--- src/rtl/mux_arb.sv ---
// Packet-locking arbiter that drives the one-hot select of a downstream 2:1 flit mux.
// Optional idle-lock watchdog is built only when MUX_ARB_WATCHDOG_EN is defined.
module mux_arb #(
  parameter int TYPEW    = 2,
  parameter int WDOG_CYC = 16
) (
  input  logic             clk,
  input  logic             rst,
  input  logic             ivalid_0,
  input  logic [TYPEW-1:0] itype_0,
  input  logic             ivalid_1,
  input  logic [TYPEW-1:0] itype_1,
  output logic [1:0]       sel,
  output logic             busy,
  output logic             prio,
  output logic             proto_err,
  output logic             wdog_to,
  output logic [1:0]       dbg_state
);

  typedef enum logic [1:0] {
    IDLE  = 2'd0,
    LOCK0 = 2'd1,
    LOCK1 = 2'd2
  } state_t;

  localparam logic [TYPEW-1:0] T_HEAD = TYPEW'(1);
  localparam logic [TYPEW-1:0] T_DATA = TYPEW'(2);
  localparam logic [TYPEW-1:0] T_TAIL = TYPEW'(3);

  if (WDOG_CYC < 2 || WDOG_CYC > 255) begin : g_bad_wdog
    $error("mux_arb: WDOG_CYC must be in 2..255");
  end

  state_t           state_q, state_d;
  logic             prio_q, prio_d;
  logic             busy_q;
  logic             perr_q, perr_d;
  logic             head_0, head_1, body_0, body_1;
  logic             gnt_0, gnt_1;
  logic             lk_valid;
  logic [TYPEW-1:0] lk_type;

`ifdef MUX_ARB_WATCHDOG_EN
  logic [7:0] cnt_q, cnt_d;
  logic       wto_q, wto_d;
`endif

  assign head_0 = ivalid_0 && (itype_0 == T_HEAD);
  assign head_1 = ivalid_1 && (itype_1 == T_HEAD);
  assign body_0 = ivalid_0 && ((itype_0 == T_DATA) || (itype_0 == T_TAIL));
  assign body_1 = ivalid_1 && ((itype_1 == T_DATA) || (itype_1 == T_TAIL));

  // A head collision goes to the port named by prio; a lone head always wins.
  assign gnt_0 = head_0 && (!head_1 || !prio_q);
  assign gnt_1 = head_1 && (!head_0 ||  prio_q);

  assign lk_valid = (state_q == LOCK1) ? ivalid_1 : ivalid_0;
  assign lk_type  = (state_q == LOCK1) ? itype_1  : itype_0;

  always_comb begin
    sel     = 2'b00;
    state_d = state_q;
    prio_d  = prio_q;
    perr_d  = 1'b0;
`ifdef MUX_ARB_WATCHDOG_EN
    cnt_d   = 8'd0;
    wto_d   = 1'b0;
`endif
    case (state_q)
      IDLE: begin
        perr_d = body_0 || body_1;
        if (gnt_0) begin
          sel     = 2'b01;
          state_d = LOCK0;
        end else if (gnt_1) begin
          sel     = 2'b10;
          state_d = LOCK1;
        end
      end
      LOCK0, LOCK1: begin
        sel    = (state_q == LOCK0) ? 2'b01 : 2'b10;
        perr_d = lk_valid && (lk_type == T_HEAD);
        if (lk_valid && (lk_type == T_TAIL)) begin
          state_d = IDLE;
          prio_d  = (state_q == LOCK0);
        end
`ifdef MUX_ARB_WATCHDOG_EN
        // Counts consecutive bubbles from the lock owner; any owner flit restarts it.
        if (!lk_valid) begin
          cnt_d = cnt_q + 8'd1;
          if (cnt_d == 8'(WDOG_CYC)) begin
            cnt_d   = 8'd0;
            wto_d   = 1'b1;
            state_d = IDLE;
            prio_d  = (state_q == LOCK0);
          end
        end
`endif
      end
      default: state_d = IDLE;
    endcase
    if (rst) sel = 2'b00;
  end

  always_ff @(posedge clk) begin
    if (rst) begin
      state_q <= IDLE;
      prio_q  <= 1'b0;
      busy_q  <= 1'b0;
      perr_q  <= 1'b0;
`ifdef MUX_ARB_WATCHDOG_EN
      cnt_q   <= 8'd0;
      wto_q   <= 1'b0;
`endif
    end else begin
      state_q <= state_d;
      prio_q  <= prio_d;
      busy_q  <= (state_d != IDLE);
      perr_q  <= perr_d;
`ifdef MUX_ARB_WATCHDOG_EN
      cnt_q   <= cnt_d;
      wto_q   <= wto_d;
`endif
    end
  end

  assign busy      = busy_q;
  assign prio      = prio_q;
  assign proto_err = perr_q;
  assign dbg_state = state_q;
`ifdef MUX_ARB_WATCHDOG_EN
  assign wdog_to   = wto_q;
`else
  assign wdog_to   = 1'b0;
`endif

endmodule

--- config.mk ---
export PLATFORM = sky130hd
export DESIGN_NAME = mux_arb
export DESIGN_NICKNAME = d
export VERILOG_FILES = /design/src/rtl/mux_arb.sv
export SDC_FILE = /design/constraint.sdc
export NUM_CORES = 1
export LEC_CHECK = 0
export CAP_MARGIN = 40
export CORE_AREA = 2 2 39 41
export DETAILED_ROUTE_END_ITERATION = 16
export DIE_AREA = 0 0 41 43
export PLACE_DENSITY_LB_ADDON = 0.15
export SYNTH_ARGS = -nofsm -noshare
export SYNTH_HDL_FRONTEND = slang
export SYNTH_SLANG_ARGS = --single-unit
--- constraint.sdc ---
create_clock -name clk -period 1.78 [get_ports clk]
set_clock_uncertainty 0.05 [all_clocks]
set_input_delay 0.356 -clock clk [delete_from_list [all_inputs] [get_ports clk]]
set_output_delay 0.356 -clock clk [all_outputs]
set_load 0.02 [all_outputs]
; ---- Word-level counts from Yosys, hierarchy flattened
; Cells that the tools add are included.
[word_totals]
regBits = 5
inputBits = 8
elab_cells = 46
[classes]
eq_ne = 10
mux = 12
reduce_logical = 20
[op_table]
columns = operator, n
row1 = 2-to-1 mux 2 bit, 8
row2 = equality test 2 bit (second input constant), 6
row3 = equality test 2 x 1 -> 1 bit (second input constant), 4
row4 = logical AND 1 bit, 8
row5 = one-hot mux 2 bit (2 select lines), 2
row6 = logical OR 1 bit, 5
row7 = zero test 1 bit, 3
row8 = zero test 2 bit, 1
row9 = one-hot mux 1 bit (2 select lines), 1
row10 = AND reduction 2 bit, 1
row11 = nonzero test 2 bit, 1
row12 = OR reduction 2 bit, 1
row13 = 2-to-1 mux 1 bit, 1

; ---- Depth between registers and ports, before layout
; Gate-level depths: netlist of the first run.
[logic_depth]
ltp_word = 9
mapped_depth = 5
mapped_depth_nobuf = 5

; ---- Least setup slack after synthesis of the first run
; OpenSTA, ideal clock, no wires.
[synth_path]
path_kind = reg2reg
from = register state_q[0], in the netlist dbg_state[0]
to = register state_q[0], in the netlist dbg_state[0]
setup_time_ns = 0.103
arrival_time_ns = 1.566
required_ns = 1.627
slack_ns = 0.060
path_stages_with_launch = 6
path_buffers = 0
synth_period_minus_slack_ns = 1.720
path_cell_list = dfxtp_1 -> inv_1 -> ha_1 -> nand4_1 -> nand3_2 -> a2111oi_2
[synth_between]
elab_chain_len = 6
[synth_lines]
columns = item, line_no
row1 = "start, declared", 35  ; state_t state_q, state_d;
row2 = "start signal, assigned", 117  ; state_q <= state_d;
row3 = equality test 2 bit, "58, 59, 70"
row4 = 2-to-1 mux 2 bit, 59  ; assign lk_type = (state_q == LOCK1) ? itype_1 : itype_0;
row5 = equality test 2 bit, 84  ; if (lk_valid && (lk_type == T_TAIL)) begin
row6 = logical AND 1 bit, 84
row7 = 2-to-1 mux 2 bit, 84
row8 = one-hot mux 2 bit (2 select lines) (*), 70  ; case (state_q)
; Every way passes the cells marked *; elsewhere a longest branch is shown, timed or not.
; A chain may end at the register's enable or synchronous reset.

; ---- Worst setup path in the final report of the first run
[layout_path]
from = register prio_q, in the netlist prio
to = output prio
[layout_rtl]
columns = item, line_no
row1 = "start, declared", 36  ; logic prio_q, prio_d;
row2 = "start signal, assigned", 118  ; prio_q <= prio_d;
row3 = "end, declared", 15  ; output logic prio,
; No word-level cell between the ends.

==> report_table.html, run 1 <==
<table>
<tr><th>Metric</th><th>Value</th></tr>
<tr><th colspan="2">Status</th></tr>
<tr><td>Outcome</td><td>completed</td></tr>
<tr><th colspan="2">Yosys</th></tr>
<tr><td>Top area cells in the synthesized netlist</td><td>sky130_fd_sc_hd__dfxtp_1 22%, sky130_fd_sc_hd__ha_1 11%, sky130_fd_sc_hd__a21oi_1 6.5%, sky130_fd_sc_hd__a2111oi_2 6.5%, sky130_fd_sc_hd__and3b_2 4.3%</td></tr>
<tr><td>Share of the yosys chip area belonging to registers</td><td>21.56%</td></tr>
<tr><td>Fraction of registers with async set or reset after synthesis</td><td>0%</td></tr>
<tr><td>Area share of the leading cell type in the synthesized netlist</td><td>a little over a fifth</td></tr>
<tr><td>Post-synthesis adder-cell area fraction</td><td>10.78%</td></tr>
<tr><td>Xor/xnor share of the synthesized area</td><td>0%</td></tr>
<tr><td>Top cell type by total area after synthesis</td><td>sky130_fd_sc_hd__dfxtp_1</td></tr>
<tr><td>Average footprint of a synthesized cell</td><td>9.284 µm²</td></tr>
<tr><td>Post-synthesis share of cell area spent on and, or, nand and nor gates</td><td>between 30% and 40%</td></tr>
<tr><td>Synthesized Nets</td><td>62</td></tr>
<tr><td>Combinational family with the most area after synthesis</td><td>simple AND/OR/NAND/NOR gates</td></tr>
<tr><td>Total of warnings raised by yosys</td><td>0</td></tr>
<tr><td>Top FF cell, synth</td><td>sky130_fd_sc_hd__dfxtp_1</td></tr>
<tr><td>Number of distinct library cells after synthesis</td><td>27</td></tr>
<tr><td>Fraction of synthesized area in multiplexers</td><td>6.739%</td></tr>
<tr><td>Count of state elements after synthesis</td><td>5</td></tr>
<tr><td>Synth Area in Compound Gates</td><td>25.61%</td></tr>
<tr><td>Count of mapped cells out of synthesis</td><td>50</td></tr>
<tr><td>Synthesized cell area</td><td>464.2 µm²</td></tr>
<tr><td>Count of flip-flops with a built-in enable after synthesis</td><td>0</td></tr>
<tr><th colspan="2">Global route</th></tr>
<tr><td>Number of antenna violations at the first check in global routing</td><td>0</td></tr>
<tr><td>Via count of the first global-routing pass</td><td>approximately 500</td></tr>
<tr><td>First-pass GRT wire length</td><td>between 2 and 2.5 mm</td></tr>
<tr><td>GR Overflow Total</td><td>0</td></tr>
<tr><td>GRT Total Usage</td><td>16.83%</td></tr>
<tr><td>Pin count of the biggest net entering global routing</td><td>9</td></tr>
<tr><th colspan="2">Setup path</th></tr>
<tr><td>Maximum fanout encountered on the critical timing path</td><td>3</td></tr>
<tr><td>Critical setup path kind</td><td>reg2out</td></tr>
<tr><td>Crit Reg-Reg Endpoint</td><td>dbg_state[1]</td></tr>
<tr><td>Worst Setup Start Kind</td><td>flop</td></tr>
<tr><td>Required @ worst endpoint</td><td>1.37 ns</td></tr>
<tr><td>Beginning of the worst register-to-register path</td><td>dbg_state[1]</td></tr>
<tr><td>Critical Path End Type</td><td>primary output</td></tr>
<tr><td>Worst endpoint data arrival time</td><td>1.30 ns</td></tr>
<tr><td>Worst-case reg-to-reg path depth</td><td>5</td></tr>
<tr><td>Minimum setup slack among reg-to-reg paths</td><td>0.22 ns</td></tr>
<tr><th colspan="2">Cells and area</th></tr>
<tr><td>Final standard cell count with taps included and fillers excluded</td><td>100</td></tr>
<tr><td>Most common cell after layout, fill and taps aside</td><td>sky130_fd_sc_hd__buf_4</td></tr>
<tr><td>Commonest cells after routing, fill and taps aside</td><td>19 x sky130_fd_sc_hd__buf_4, 6 x sky130_fd_sc_hd__a21oi_1, 6 x sky130_fd_sc_hd__dlygate4sd2_1, 5 x sky130_fd_sc_hd__dfxtp_1, 4 x sky130_fd_sc_hd__clkdlybuf4s50_1</td></tr>
<tr><td>Layout Utilization</td><td>a little under three fifths</td></tr>
<tr><td>Post-synthesis to final-layout area growth</td><td>64.96%</td></tr>
<tr><td>Fraction of layout instances using a drive strength above 1</td><td>39.29%</td></tr>
<tr><td>Number of nets in the layout</td><td>97</td></tr>
<tr><td>Antenna fix cells</td><td>0</td></tr>
<tr><td>Fill cell count</td><td>roughly 140</td></tr>
<tr><th colspan="2">Placed design</th></tr>
<tr><td>Global placer's final weighted congestion</td><td>0.7309</td></tr>
<tr><td>Number of input and output port buffers inserted</td><td>14</td></tr>
<tr><td>DP Wirelength</td><td>953.2 µm</td></tr>
<tr><td>Placed insts</td><td>95</td></tr>
<tr><th colspan="2">Die</th></tr>
<tr><td>Die Outline Area</td><td>between 1500 and 2000 µm²</td></tr>
<tr><td>DIE HEIGHT</td><td>about 43 µm</td></tr>
<tr><td>Initial standard-cell utilization of the core</td><td>33.54%</td></tr>
<tr><td>IO Count</td><td>16</td></tr>
<tr><td>Core region area</td><td>1384 µm²</td></tr>
<tr><td>Number of rows created at floorplan</td><td>14</td></tr>
<tr><td>Width of the die</td><td>41 µm</td></tr>
<tr><th colspan="2">STA</th></tr>
<tr><td>Final-report max-slew violation count</td><td>0</td></tr>
<tr><td>Period utilization</td><td>96.08%</td></tr>
<tr><td>Worst hold slack</td><td>0.5619 ns</td></tr>
<tr><td>Setup repair after global routing missed its margin</td><td>no</td></tr>
<tr><td>Minimum clock period</td><td>1.710 ns</td></tr>
<tr><td>Highest clock frequency the design can meet</td><td>~0.58 GHz</td></tr>
<tr><td>Number of endpoints failing setup at the final stage</td><td>0</td></tr>
<tr><td>Number of failing hold endpoints at the final stage</td><td>0</td></tr>
<tr><th colspan="2">Drt</th></tr>
<tr><td>Post-detailed-routing wire length</td><td>1.179 mm</td></tr>
<tr><td>DRC violation count after routing</td><td>0</td></tr>
<tr><td>TritonRoute pass-1 iters</td><td>4</td></tr>
<tr><td>Remaining antenna violation count</td><td>0</td></tr>
<tr><td>DRT iter0 DRCs</td><td>5</td></tr>
<tr><td>Average routed wire per standard cell</td><td>11.79 µm</td></tr>
<tr><td>Via count normalized by instance count</td><td>5.260</td></tr>
<tr><td>Vias post-DR</td><td>526</td></tr>
<tr><th colspan="2">CTS</th></tr>
<tr><td>CTS tree</td><td>built</td></tr>
<tr><td>Worst skew pair latency</td><td>0.26 ns</td></tr>
<tr><td>Hold-fix buffer count after cts</td><td>0</td></tr>
<tr><td>Clock Pin Slew Worst Setup and Hold Paths</td><td>0.06 ns</td></tr>
<tr><td>H-Tree Level Count</td><td>1</td></tr>
<tr><td>Num CTS Buffers</td><td>3</td></tr>
<tr><td>Root Buffer Master</td><td>sky130_fd_sc_hd__clkbuf_4</td></tr>
<tr><td>Clock net sink count</td><td>5</td></tr>
<tr><td>Maximum count of clock buffers along a single path</td><td>2</td></tr>
<tr><th colspan="2">Job</th></tr>
<tr><td>Count of max-cap constraint violations</td><td>0</td></tr>
<tr><th colspan="2">Hold path</th></tr>
<tr><td>WHS Endpoint</td><td>prio</td></tr>
<tr><td>Min-Delay Startpoint</td><td>prio</td></tr>
<tr><td>Cells on Worst Hold Path</td><td>3</td></tr>
<tr><td>Worst hold-check path type</td><td>reg2reg</td></tr>
<tr><th colspan="2">Pwr</th></tr>
<tr><td>Total power density per cell area</td><td>523.7 nW/µm²</td></tr>
<tr><td>Largest voltage drop on the vdd net</td><td>0.2197 mV</td></tr>
<tr><td>Power Total</td><td>0.0004010 W</td></tr>
<tr><td>LEAKAGE</td><td>between 0.3 and 0.4 nW</td></tr>
</table>
==> synthesized netlist by cell type (2+ instances only) <==
library cell                number
sky130_fd_sc_hd__o211ai_1        2
sky130_fd_sc_hd__ha_1            4
sky130_fd_sc_hd__nand2b_1        2
sky130_fd_sc_hd__nand2_1         3
sky130_fd_sc_hd__and3b_2         2
sky130_fd_sc_hd__a21oi_1         6
sky130_fd_sc_hd__inv_1           2
sky130_fd_sc_hd__a2111oi_2       2
sky130_fd_sc_hd__mux2i_1         2
sky130_fd_sc_hd__nand4_1         3
sky130_fd_sc_hd__a41oi_1         2
sky130_fd_sc_hd__dfxtp_1         5
==> critical path, cell delays in order (launching register included) <==
cell                              delay [ns]
sky130_fd_sc_hd__dfxtp_1                0.34
sky130_fd_sc_hd__buf_4                  0.12
sky130_fd_sc_hd__clkdlybuf4s50_1        0.59
==> through the flow <==
| step | TNS, ns | worst slack, ns | area [µm²] |
|---|---|---|---|
| after floorplan | 0 | 0.06009 | 464.2 |
| after detailed placement | -1.164 | -0.5562 | 737.0 |
| after CTS | 0 | 0.001795 | 758.2 |
| after global routing | 0 | 0.03415 | 765.7 |
| after global placement | -1.188 | -0.5531 | 737.0 |
| final | 0 | 0.06970 | 765.7 |
==> cell type report <==
type                            count  area, µm²  share of cell area (%)
Clock buffer                        4      26.28                   3.431
Inverter                            2      7.507                  0.9804
Tap cell                           16      20.02                   2.614
Sequential cell                     5      100.1                   13.07
Timing Repair Buffer               31      260.3                   33.99
Multi-Input combinational cell     42      351.6                   45.92
==> repair_timing <==
action,4_1_cts,5_1_grt
gates resized for setup,16,3
pin swaps,4,1
setup buffers,1,0
setup endpoints to repair,2,4
==> power breakdown <==
group	switching (W)	internal (W)	total (W)
Clock	0.0000599	0.0000857	0.000146
Combinational	0.0000655	0.0000695	0.000135
Sequential	0.00000199	0.000118	0.000120
==> flip-flops by register name, summed over array words and instances, names as in the netlist <==
register	count
busy	1
dbg_state	2
prio	1
proto_err	1
==> cells by family (layout without fill, tap and decap cells) <==
family	Yosys count	after routing
other	1	1
adders and majority gates	4	4
AOI/OAI and AO/OA	15	15
DFF	5	5
and+or+nand+nor	19	19
buffers and inverters	3	37
muxes	3	3
==> layer usage <==
| metal | up-vias | track usage (%) | routed length, µm |
|---|---|---|---|
| met5 | - | 0 | 0 |
| met4 | 0 | 12.00 | 25 |
| met3 | 2 | 3.141 | 26 |
| met2 | 10 | 24.06 | 584 |
| met1 | 251 | 21.41 | 543 |
| li1 | 263 | - | - |
==> worst max-delay path by stage <==
| stage | startpoint | endpoint | slack [ns] | cells past startpoint |
|---|---|---|---|---|
| 2_1_floorplan | dbg_state[0] | dbg_state[0] | 0.06 | 5 |
| 3_3_place_gp | itype_1[0] | sel[1] | -0.55 | 5 |
| 3_5_place_dp | itype_1[0] | sel[1] | -0.56 | 5 |
| 4_1_cts | dbg_state[0] | dbg_state[0] | 0.002 | 2 |
| 5_1_grt | dbg_state[0] | sel[1] | 0.03 | 5 |
| 6_report | prio | prio | 0.07 | 2 |
No activity file was read; power rests on OpenSTA's default activity.
==> run 2, diff against run 1 <==
--- a/config.mk
+++ b/config.mk
@@ -9,7 +9,10 @@
 export CORE_AREA = 2 2 39 41
 export DETAILED_ROUTE_END_ITERATION = 16
 export DIE_AREA = 0 0 41 43
+export DONT_BUFFER_PORTS = 1
 export PLACE_DENSITY_LB_ADDON = 0.15
+export RECOVER_POWER = 25
+export REMOVE_ABC_BUFFERS = 1
 export SYNTH_ARGS = -nofsm -noshare
 export SYNTH_HDL_FRONTEND = slang
 export SYNTH_SLANG_ARGS = --single-unit
==> report_table.html, run 2 (synthesis gave the netlist of run 1 again) <==
<table>
<tr><th>Metric</th><th>Value</th></tr>
<tr><th colspan="2">Hold path</th></tr>
<tr><td>Min-Delay Startpoint</td><td>rst</td></tr>
<tr><td>Worst hold-check path type</td><td>in2reg</td></tr>
<tr><td>Cells on Worst Hold Path</td><td>2 (-1)</td></tr>
<tr><td>WHS Endpoint</td><td>prio</td></tr>
<tr><th colspan="2">Drt</th></tr>
<tr><td>Vias post-DR</td><td>424 (-19%)</td></tr>
<tr><td>Remaining antenna violation count</td><td>0 (unchanged)</td></tr>
<tr><td>Post-detailed-routing wire length</td><td>1.123 mm (-4.7%)</td></tr>
<tr><td>DRC violation count after routing</td><td>0 (unchanged)</td></tr>
<tr><td>Via count normalized by instance count</td><td>5.730 (+8.9%)</td></tr>
<tr><td>Average routed wire per standard cell</td><td>15.18 µm (+29%)</td></tr>
<tr><td>DRT iter0 DRCs</td><td>7 (+2)</td></tr>
<tr><td>TritonRoute pass-1 iters</td><td>4 (unchanged)</td></tr>
<tr><th colspan="2">STA</th></tr>
<tr><td>TNS Setup</td><td>0 ns (unchanged)</td></tr>
<tr><td>Minimum clock period</td><td>1.668 ns (-0.04206 ns)</td></tr>
<tr><td>Number of endpoints failing setup at the final stage</td><td>0 (unchanged)</td></tr>
<tr><td>Period utilization</td><td>93.72% (-2.4 points)</td></tr>
<tr><td>Final worst setup slack</td><td>0.1118 ns (+0.04206 ns)</td></tr>
<tr><td>Final-report max-slew violation count</td><td>0 (unchanged)</td></tr>
<tr><td>Highest clock frequency the design can meet</td><td>0.5994 GHz (+2.5%)</td></tr>
<tr><td>Number of failing hold endpoints at the final stage</td><td>0 (unchanged)</td></tr>
<tr><td>Setup repair after global routing missed its margin</td><td>no</td></tr>
<tr><th colspan="2">Setup path</th></tr>
<tr><td>Critical Path End Type</td><td>primary output</td></tr>
<tr><td>Crit Reg-Reg Endpoint</td><td>dbg_state[1]</td></tr>
<tr><td>Minimum setup slack among reg-to-reg paths</td><td>0.21 ns (about the same)</td></tr>
<tr><td>Maximum fanout encountered on the critical timing path</td><td>6 (+3)</td></tr>
<tr><td>Worst Setup Start Kind</td><td>flop</td></tr>
<tr><td>Beginning of the worst register-to-register path</td><td>dbg_state[1]</td></tr>
<tr><td>Worst endpoint data arrival time</td><td>1.26 ns (-0.04 ns)</td></tr>
<tr><td>Critical setup path kind</td><td>reg2out</td></tr>
<tr><td>Worst-case reg-to-reg path depth</td><td>4 (-1)</td></tr>
<tr><td>Required @ worst endpoint</td><td>1.37 ns (about the same)</td></tr>
<tr><th colspan="2">CTS</th></tr>
<tr><td>Clock Pin Slew Worst Setup and Hold Paths</td><td>0.04 ns (-0.02 ns)</td></tr>
<tr><td>Maximum count of clock buffers along a single path</td><td>2 (unchanged)</td></tr>
<tr><td>Clock net sink count</td><td>5 (unchanged)</td></tr>
<tr><td>Num CTS Buffers</td><td>3 (unchanged)</td></tr>
<tr><td>CTS tree</td><td>built</td></tr>
<tr><td>H-Tree Level Count</td><td>1 (unchanged)</td></tr>
<tr><td>Worst skew pair latency</td><td>0.25 ns (about the same)</td></tr>
<tr><td>Root Buffer Master</td><td>sky130_fd_sc_hd__clkbuf_4</td></tr>
<tr><td>Hold-fix buffer count after cts</td><td>0 (unchanged)</td></tr>
<tr><th colspan="2">Die</th></tr>
<tr><td>Number of rows created at floorplan</td><td>14 (unchanged)</td></tr>
<tr><td>Width of the die</td><td>41 µm (unchanged)</td></tr>
<tr><td>DIE HEIGHT</td><td>43 µm (unchanged)</td></tr>
<tr><td>Die Outline Area</td><td>1763 µm² (unchanged)</td></tr>
<tr><td>Core region area</td><td>1384 µm² (unchanged)</td></tr>
<tr><td>Initial standard-cell utilization of the core</td><td>33.54% (unchanged)</td></tr>
<tr><td>IO Count</td><td>16 (unchanged)</td></tr>
<tr><th colspan="2">Global route</th></tr>
<tr><td>Pin count of the biggest net entering global routing</td><td>9 (unchanged)</td></tr>
<tr><td>GRT Total Usage</td><td>16.53% (-0.30 points)</td></tr>
<tr><td>First-pass GRT wire length</td><td>1.904 mm (-5.1%)</td></tr>
<tr><td>Number of antenna violations at the first check in global routing</td><td>0 (unchanged)</td></tr>
<tr><td>GR Overflow Total</td><td>0 (unchanged)</td></tr>
<tr><td>Via count of the first global-routing pass</td><td>436 (-13%)</td></tr>
<tr><th colspan="2">Cells and area</th></tr>
<tr><td>Fraction of layout instances using a drive strength above 1</td><td>34.48% (-4.8 points)</td></tr>
<tr><td>Final standard cell count with taps included and fillers excluded</td><td>74 (-26%)</td></tr>
<tr><td>Design area</td><td>549.3 µm² (-28%)</td></tr>
<tr><td>Commonest cells after routing, fill and taps aside</td><td>6 x sky130_fd_sc_hd__a21oi_1, 5 x sky130_fd_sc_hd__dfxtp_1, 4 x sky130_fd_sc_hd__buf_4</td></tr>
<tr><td>Antenna fix cells</td><td>0 (unchanged)</td></tr>
<tr><td>Number of nets in the layout</td><td>71 (-27%)</td></tr>
<tr><td>Max reg flops</td><td>2 (unchanged)</td></tr>
<tr><td>Post-synthesis to final-layout area growth</td><td>18.33%</td></tr>
<tr><td>Most common cell after layout, fill and taps aside</td><td>sky130_fd_sc_hd__a21oi_1</td></tr>
<tr><th colspan="2">Placed design</th></tr>
<tr><td>Minimum setup slack after placement</td><td>0.2195 ns (+0.7758 ns)</td></tr>
<tr><td>DP Area</td><td>514.2 µm² (-30%)</td></tr>
<tr><td>Number of input and output port buffers inserted</td><td>0 (-14)</td></tr>
<tr><td>DP Wirelength</td><td>874.6 µm (-8.2%)</td></tr>
<tr><td>Placed insts</td><td>70 (-26%)</td></tr>
<tr><td>Global placer's final weighted congestion</td><td>0.8431 (+15%)</td></tr>
<tr><th colspan="2">Pwr</th></tr>
<tr><td>Largest voltage drop on the vdd net</td><td>0.3301 mV (+50%)</td></tr>
<tr><td>Power Total</td><td>0.0003493 W (-13%)</td></tr>
<tr><td>LEAKAGE</td><td>0.2103 nW (-42%)</td></tr>
<tr><td>Total power density per cell area</td><td>635.9 nW/µm² (+21%)</td></tr>
<tr><th colspan="2">Status</th></tr>
<tr><td>Outcome</td><td>completed</td></tr>
<tr><th colspan="2">Job</th></tr>
<tr><td>Count of max-cap constraint violations</td><td>0 (unchanged)</td></tr>
</table>
## run 2: layout make-up
class	instances	area, µm²
clock buffer	4	26.28
fill	142	834.6
inverter	2	7.507
multi-input combinational	42	361.6
sequential	5	100.1
tap	16	20.02
timing repair buffer	5	33.78
## run 2: layer usage
layer,GRT usage (%),routed length (µm),vias up
li1,-,-,213
met1,20.45,534,192
met2,21.88,482,15
met3,8.377,88,4
met4,10.00,18,0
met5,0,0,-
## run 2: through the flow
stage	utilization, %	hold slack [ns]
after floorplan	-	0.4863
after global placement	37.16	0.5050
after detailed placement	37.16	0.5097
after CTS	39.96	0.2462
after global routing	39.69	0.2661
final	39.69	0.2474
## run 2: worst max path at each step
stage,to,startpoint
finish,sel[1],dbg_state[1]
floorplan,dbg_state[0],dbg_state[0]
detailed placement,sel[1],dbg_state[1]
global route,sel[1],dbg_state[1]
global placement,dbg_state[1],dbg_state[0]
CTS,sel[1],dbg_state[1]
## run 2: report_power, final
part	total, W	internal [W]	switching [W]
Clock	0.000137	0.0000851	0.0000522
Sequential	0.000128	0.000119	0.00000888
Combinational	0.0000843	0.0000390	0.0000453
Total	0.000349	0.000243	0.000106
## run 2: worst max-delay path, stage by stage (launching register included)
cell and delay (ns):
sky130_fd_sc_hd__dfxtp_1 0.35, sky130_fd_sc_hd__inv_2 0.11, sky130_fd_sc_hd__ha_4 0.17, sky130_fd_sc_hd__nand4_1 0.08
sky130_fd_sc_hd__a21oi_1 0.15, sky130_fd_sc_hd__buf_4 0.15
## run 2: repair_timing
action,in CTS,in global routing
resized for setup,2,2
buffers inserted,0,0
endpoints found under the setup margin,2,2
pin swaps,0,0
==> run 3, diff against run 2 <==
--- a/config.mk
+++ b/config.mk
@@ -7,6 +7,7 @@
 export LEC_CHECK = 0
 export CAP_MARGIN = 40
 export CORE_AREA = 2 2 39 41
+export CTS_BUF_LIST = sky130_fd_sc_hd__clkbuf_4 sky130_fd_sc_hd__clkbuf_8
 export DETAILED_ROUTE_END_ITERATION = 16
 export DIE_AREA = 0 0 41 43
 export DONT_BUFFER_PORTS = 1
==> report_table.html, run 3 (synthesis gave the netlist of run 1 again) <==
<table>
<tr><th>Metric</th><th>Value</th></tr>
<tr><th colspan="2">Global route</th></tr>
<tr><td>Pin count of the biggest net entering global routing</td><td>9 (unchanged)</td></tr>
<tr><td>GR Overflow Total</td><td>0 (unchanged)</td></tr>
<tr><td>Via count of the first global-routing pass</td><td>440 (+0.92%)</td></tr>
<tr><td>GRT Total Usage</td><td>16.93% (+0.40 points)</td></tr>
<tr><td>First-pass GRT wire length</td><td>1.925 mm (+1.1%)</td></tr>
<tr><td>Number of antenna violations at the first check in global routing</td><td>0 (unchanged)</td></tr>
<tr><th colspan="2">Drt</th></tr>
<tr><td>TritonRoute pass-1 iters</td><td>4 (unchanged)</td></tr>
<tr><td>Remaining antenna violation count</td><td>0 (unchanged)</td></tr>
<tr><td>Vias post-DR</td><td>425 (+0.24%)</td></tr>
<tr><td>Via count normalized by instance count</td><td>5.743 (+0.24%)</td></tr>
<tr><td>Post-detailed-routing wire length</td><td>1.145 mm (+2.0%)</td></tr>
<tr><td>Average routed wire per standard cell</td><td>15.47 µm (+2.0%)</td></tr>
<tr><td>DRC violation count after routing</td><td>0 (unchanged)</td></tr>
<tr><td>DRT iter0 DRCs</td><td>9 (+2)</td></tr>
<tr><th colspan="2">Setup path</th></tr>
<tr><td>Minimum setup slack among reg-to-reg paths</td><td>0.21 ns (about the same)</td></tr>
<tr><td>Worst-case reg-to-reg path depth</td><td>4 (unchanged)</td></tr>
<tr><td>Crit Reg-Reg Endpoint</td><td>dbg_state[1]</td></tr>
<tr><td>Critical setup path kind</td><td>reg2out</td></tr>
<tr><td>Critical Path End Type</td><td>primary output</td></tr>
<tr><td>Worst Setup Start Kind</td><td>flop</td></tr>
<tr><td>Worst endpoint data arrival time</td><td>1.27 ns (about the same)</td></tr>
<tr><td>Maximum fanout encountered on the critical timing path</td><td>6 (unchanged)</td></tr>
<tr><td>Required @ worst endpoint</td><td>1.37 ns (about the same)</td></tr>
<tr><td>Beginning of the worst register-to-register path</td><td>dbg_state[1]</td></tr>
<tr><th colspan="2">Status</th></tr>
<tr><td>Outcome</td><td>completed</td></tr>
<tr><th colspan="2">STA</th></tr>
<tr><td>Number of failing hold endpoints at the final stage</td><td>0 (unchanged)</td></tr>
<tr><td>Minimum clock period</td><td>1.671 ns (+0.003204 ns)</td></tr>
<tr><td>Period utilization</td><td>93.90% (+0.18 points)</td></tr>
<tr><td>Highest clock frequency the design can meet</td><td>0.5983 GHz (-0.19%)</td></tr>
<tr><td>TNS Setup</td><td>0 ns (unchanged)</td></tr>
<tr><td>Setup repair after global routing missed its margin</td><td>no</td></tr>
<tr><td>Final-report max-slew violation count</td><td>0 (unchanged)</td></tr>
<tr><td>Number of endpoints failing setup at the final stage</td><td>0 (unchanged)</td></tr>
<tr><th colspan="2">CTS</th></tr>
<tr><td>Clock Pin Slew Worst Setup and Hold Paths</td><td>0.05 ns (about the same)</td></tr>
<tr><td>CTS tree</td><td>built</td></tr>
<tr><td>Clock net sink count</td><td>5 (unchanged)</td></tr>
<tr><td>Maximum count of clock buffers along a single path</td><td>2 (unchanged)</td></tr>
<tr><td>Worst skew pair latency</td><td>0.25 ns (about the same)</td></tr>
<tr><td>Number of setup buffers added after CTS</td><td>0 (unchanged)</td></tr>
<tr><td>Num CTS Buffers</td><td>3 (unchanged)</td></tr>
<tr><td>Root Buffer Master</td><td>sky130_fd_sc_hd__clkbuf_4</td></tr>
<tr><td>H-Tree Level Count</td><td>1 (unchanged)</td></tr>
<tr><th colspan="2">Die</th></tr>
<tr><td>Initial standard-cell utilization of the core</td><td>33.54% (unchanged)</td></tr>
<tr><td>DIE HEIGHT</td><td>43 µm (unchanged)</td></tr>
<tr><td>Width of the die</td><td>41 µm (unchanged)</td></tr>
<tr><td>Number of rows created at floorplan</td><td>14 (unchanged)</td></tr>
<tr><td>Die Outline Area</td><td>1763 µm² (unchanged)</td></tr>
<tr><td>Core region area</td><td>1384 µm² (unchanged)</td></tr>
<tr><td>IO Count</td><td>16 (unchanged)</td></tr>
<tr><th colspan="2">Pwr</th></tr>
<tr><td>Total power density per cell area</td><td>657.7 nW/µm² (+3.4%)</td></tr>
<tr><td>Largest voltage drop on the vdd net</td><td>0.3122 mV (-5.4%)</td></tr>
<tr><td>LEAKAGE</td><td>0.2180 nW (+3.7%)</td></tr>
<tr><td>Power Total</td><td>0.0003662 W (+4.8%)</td></tr>
<tr><th colspan="2">Hold path</th></tr>
<tr><td>Cells on Worst Hold Path</td><td>2 (unchanged)</td></tr>
<tr><td>Worst hold-check path type</td><td>in2reg</td></tr>
<tr><td>Min-Delay Startpoint</td><td>rst</td></tr>
<tr><td>WHS Endpoint</td><td>prio</td></tr>
<tr><th colspan="2">Placed design</th></tr>
<tr><td>Global placer's final weighted congestion</td><td>0.8431 (unchanged)</td></tr>
<tr><td>DP Wirelength</td><td>874.6 µm (unchanged)</td></tr>
<tr><td>DP Area</td><td>514.2 µm² (unchanged)</td></tr>
<tr><td>Number of input and output port buffers inserted</td><td>0 (unchanged)</td></tr>
<tr><th colspan="2">Cells and area</th></tr>
<tr><td>Most common cell after layout, fill and taps aside</td><td>sky130_fd_sc_hd__a21oi_1</td></tr>
<tr><td>Layout Utilization</td><td>40.24% (+0.54 points)</td></tr>
<tr><td>Commonest cells after routing, fill and taps aside</td><td>6 x sky130_fd_sc_hd__a21oi_1, 5 x sky130_fd_sc_hd__dfxtp_1, 5 x sky130_fd_sc_hd__buf_4, 4 x sky130_fd_sc_hd__clkbuf_4</td></tr>
<tr><td>Post-synthesis to final-layout area growth</td><td>19.95%</td></tr>
<tr><td>Fraction of layout instances using a drive strength above 1</td><td>37.93% (+3.4 points)</td></tr>
<tr><td>Max reg flops</td><td>2 (unchanged)</td></tr>
<tr><td>Number of nets in the layout</td><td>71 (unchanged)</td></tr>
<tr><td>Fill cell count</td><td>143 (+0.70%)</td></tr>
<tr><td>Design area</td><td>556.8 µm² (+1.4%)</td></tr>
<tr><td>Antenna fix cells</td><td>0 (unchanged)</td></tr>
<tr><th colspan="2">Job</th></tr>
<tr><td>Count of max-cap constraint violations</td><td>0 (unchanged)</td></tr>
</table>
-- run 3: cell count changes in the layout (fill, tap and decap cells not counted) --
cell                       before  now
sky130_fd_sc_hd__buf_4          4    5
sky130_fd_sc_hd__clkbuf_1       2    0
sky130_fd_sc_hd__clkbuf_4       3    4
-- run 3: final cells by class --
class	count	area (µm²)	area share, %
sequential	5	100.1	17.98
tap	16	20.02	3.596
clock buffer	4	30.03	5.393
multi-input combinational	42	361.6	64.94
inverter	2	7.507	1.348
timing repair buffer	5	37.54	6.742
-- run 3: through the flow --
stage / cells / hold slack (ns) / setup slack, ns
after CTS: 74 / 0.2332 / 0.03768
after floorplan: 49 / 0.4863 / 0.06009
after global routing: 74 / 0.2596 / 0.006339
after detailed placement: 70 / 0.5097 / 0.2195
final: 74 / 0.2471 / 0.1085
after global placement: 70 / 0.5050 / 0.1728
-- run 3: worst max-delay path, stage by stage (launching register included) --
cell and delay (ns):
sky130_fd_sc_hd__dfxtp_1 0.35, sky130_fd_sc_hd__inv_2 0.11, sky130_fd_sc_hd__ha_4 0.17, sky130_fd_sc_hd__nand4_1 0.08, sky130_fd_sc_hd__a21oi_1 0.15, sky130_fd_sc_hd__buf_4 0.15
-- run 3: layer usage --
layer / vias to the layer above / global-route usage [%] / wire length (µm)
met5: - / 0 / 0
met4: 0 / 12.00 / 0
met3: 0 / 8.377 / 94
met2: 20 / 22.19 / 517
met1: 193 / 20.45 / 533
li1: 212 / - / -
-- run 3: timing repair --
item                                    4_1_cts  5_1_grt
resized for setup                             2        2
hold buffers                                  0        0
endpoints found under the setup margin        2        2
endpoints found under the hold margin         0        0
-- run 3: worst max-delay path by stage --
| stage | start | end | slack, ns |
|---|---|---|---|
| floorplan | dbg_state[0] | dbg_state[0] | 0.06 |
| global placement | dbg_state[0] | dbg_state[1] | 0.17 |
| detailed placement | dbg_state[1] | sel[1] | 0.22 |
| CTS | dbg_state[1] | sel[1] | 0.04 |
| global route | dbg_state[1] | sel[1] | 0.006 |
| finish | dbg_state[1] | sel[1] | 0.11 |
-- run 3: where the power goes --
group	switching [W]	internal [W]	total [W]
logic	0.0000453	0.0000390	0.0000843
registers	0.00000888	0.000119	0.000128
clock network	0.0000538	0.000100	0.000154
total	0.000108	0.000258	0.000366
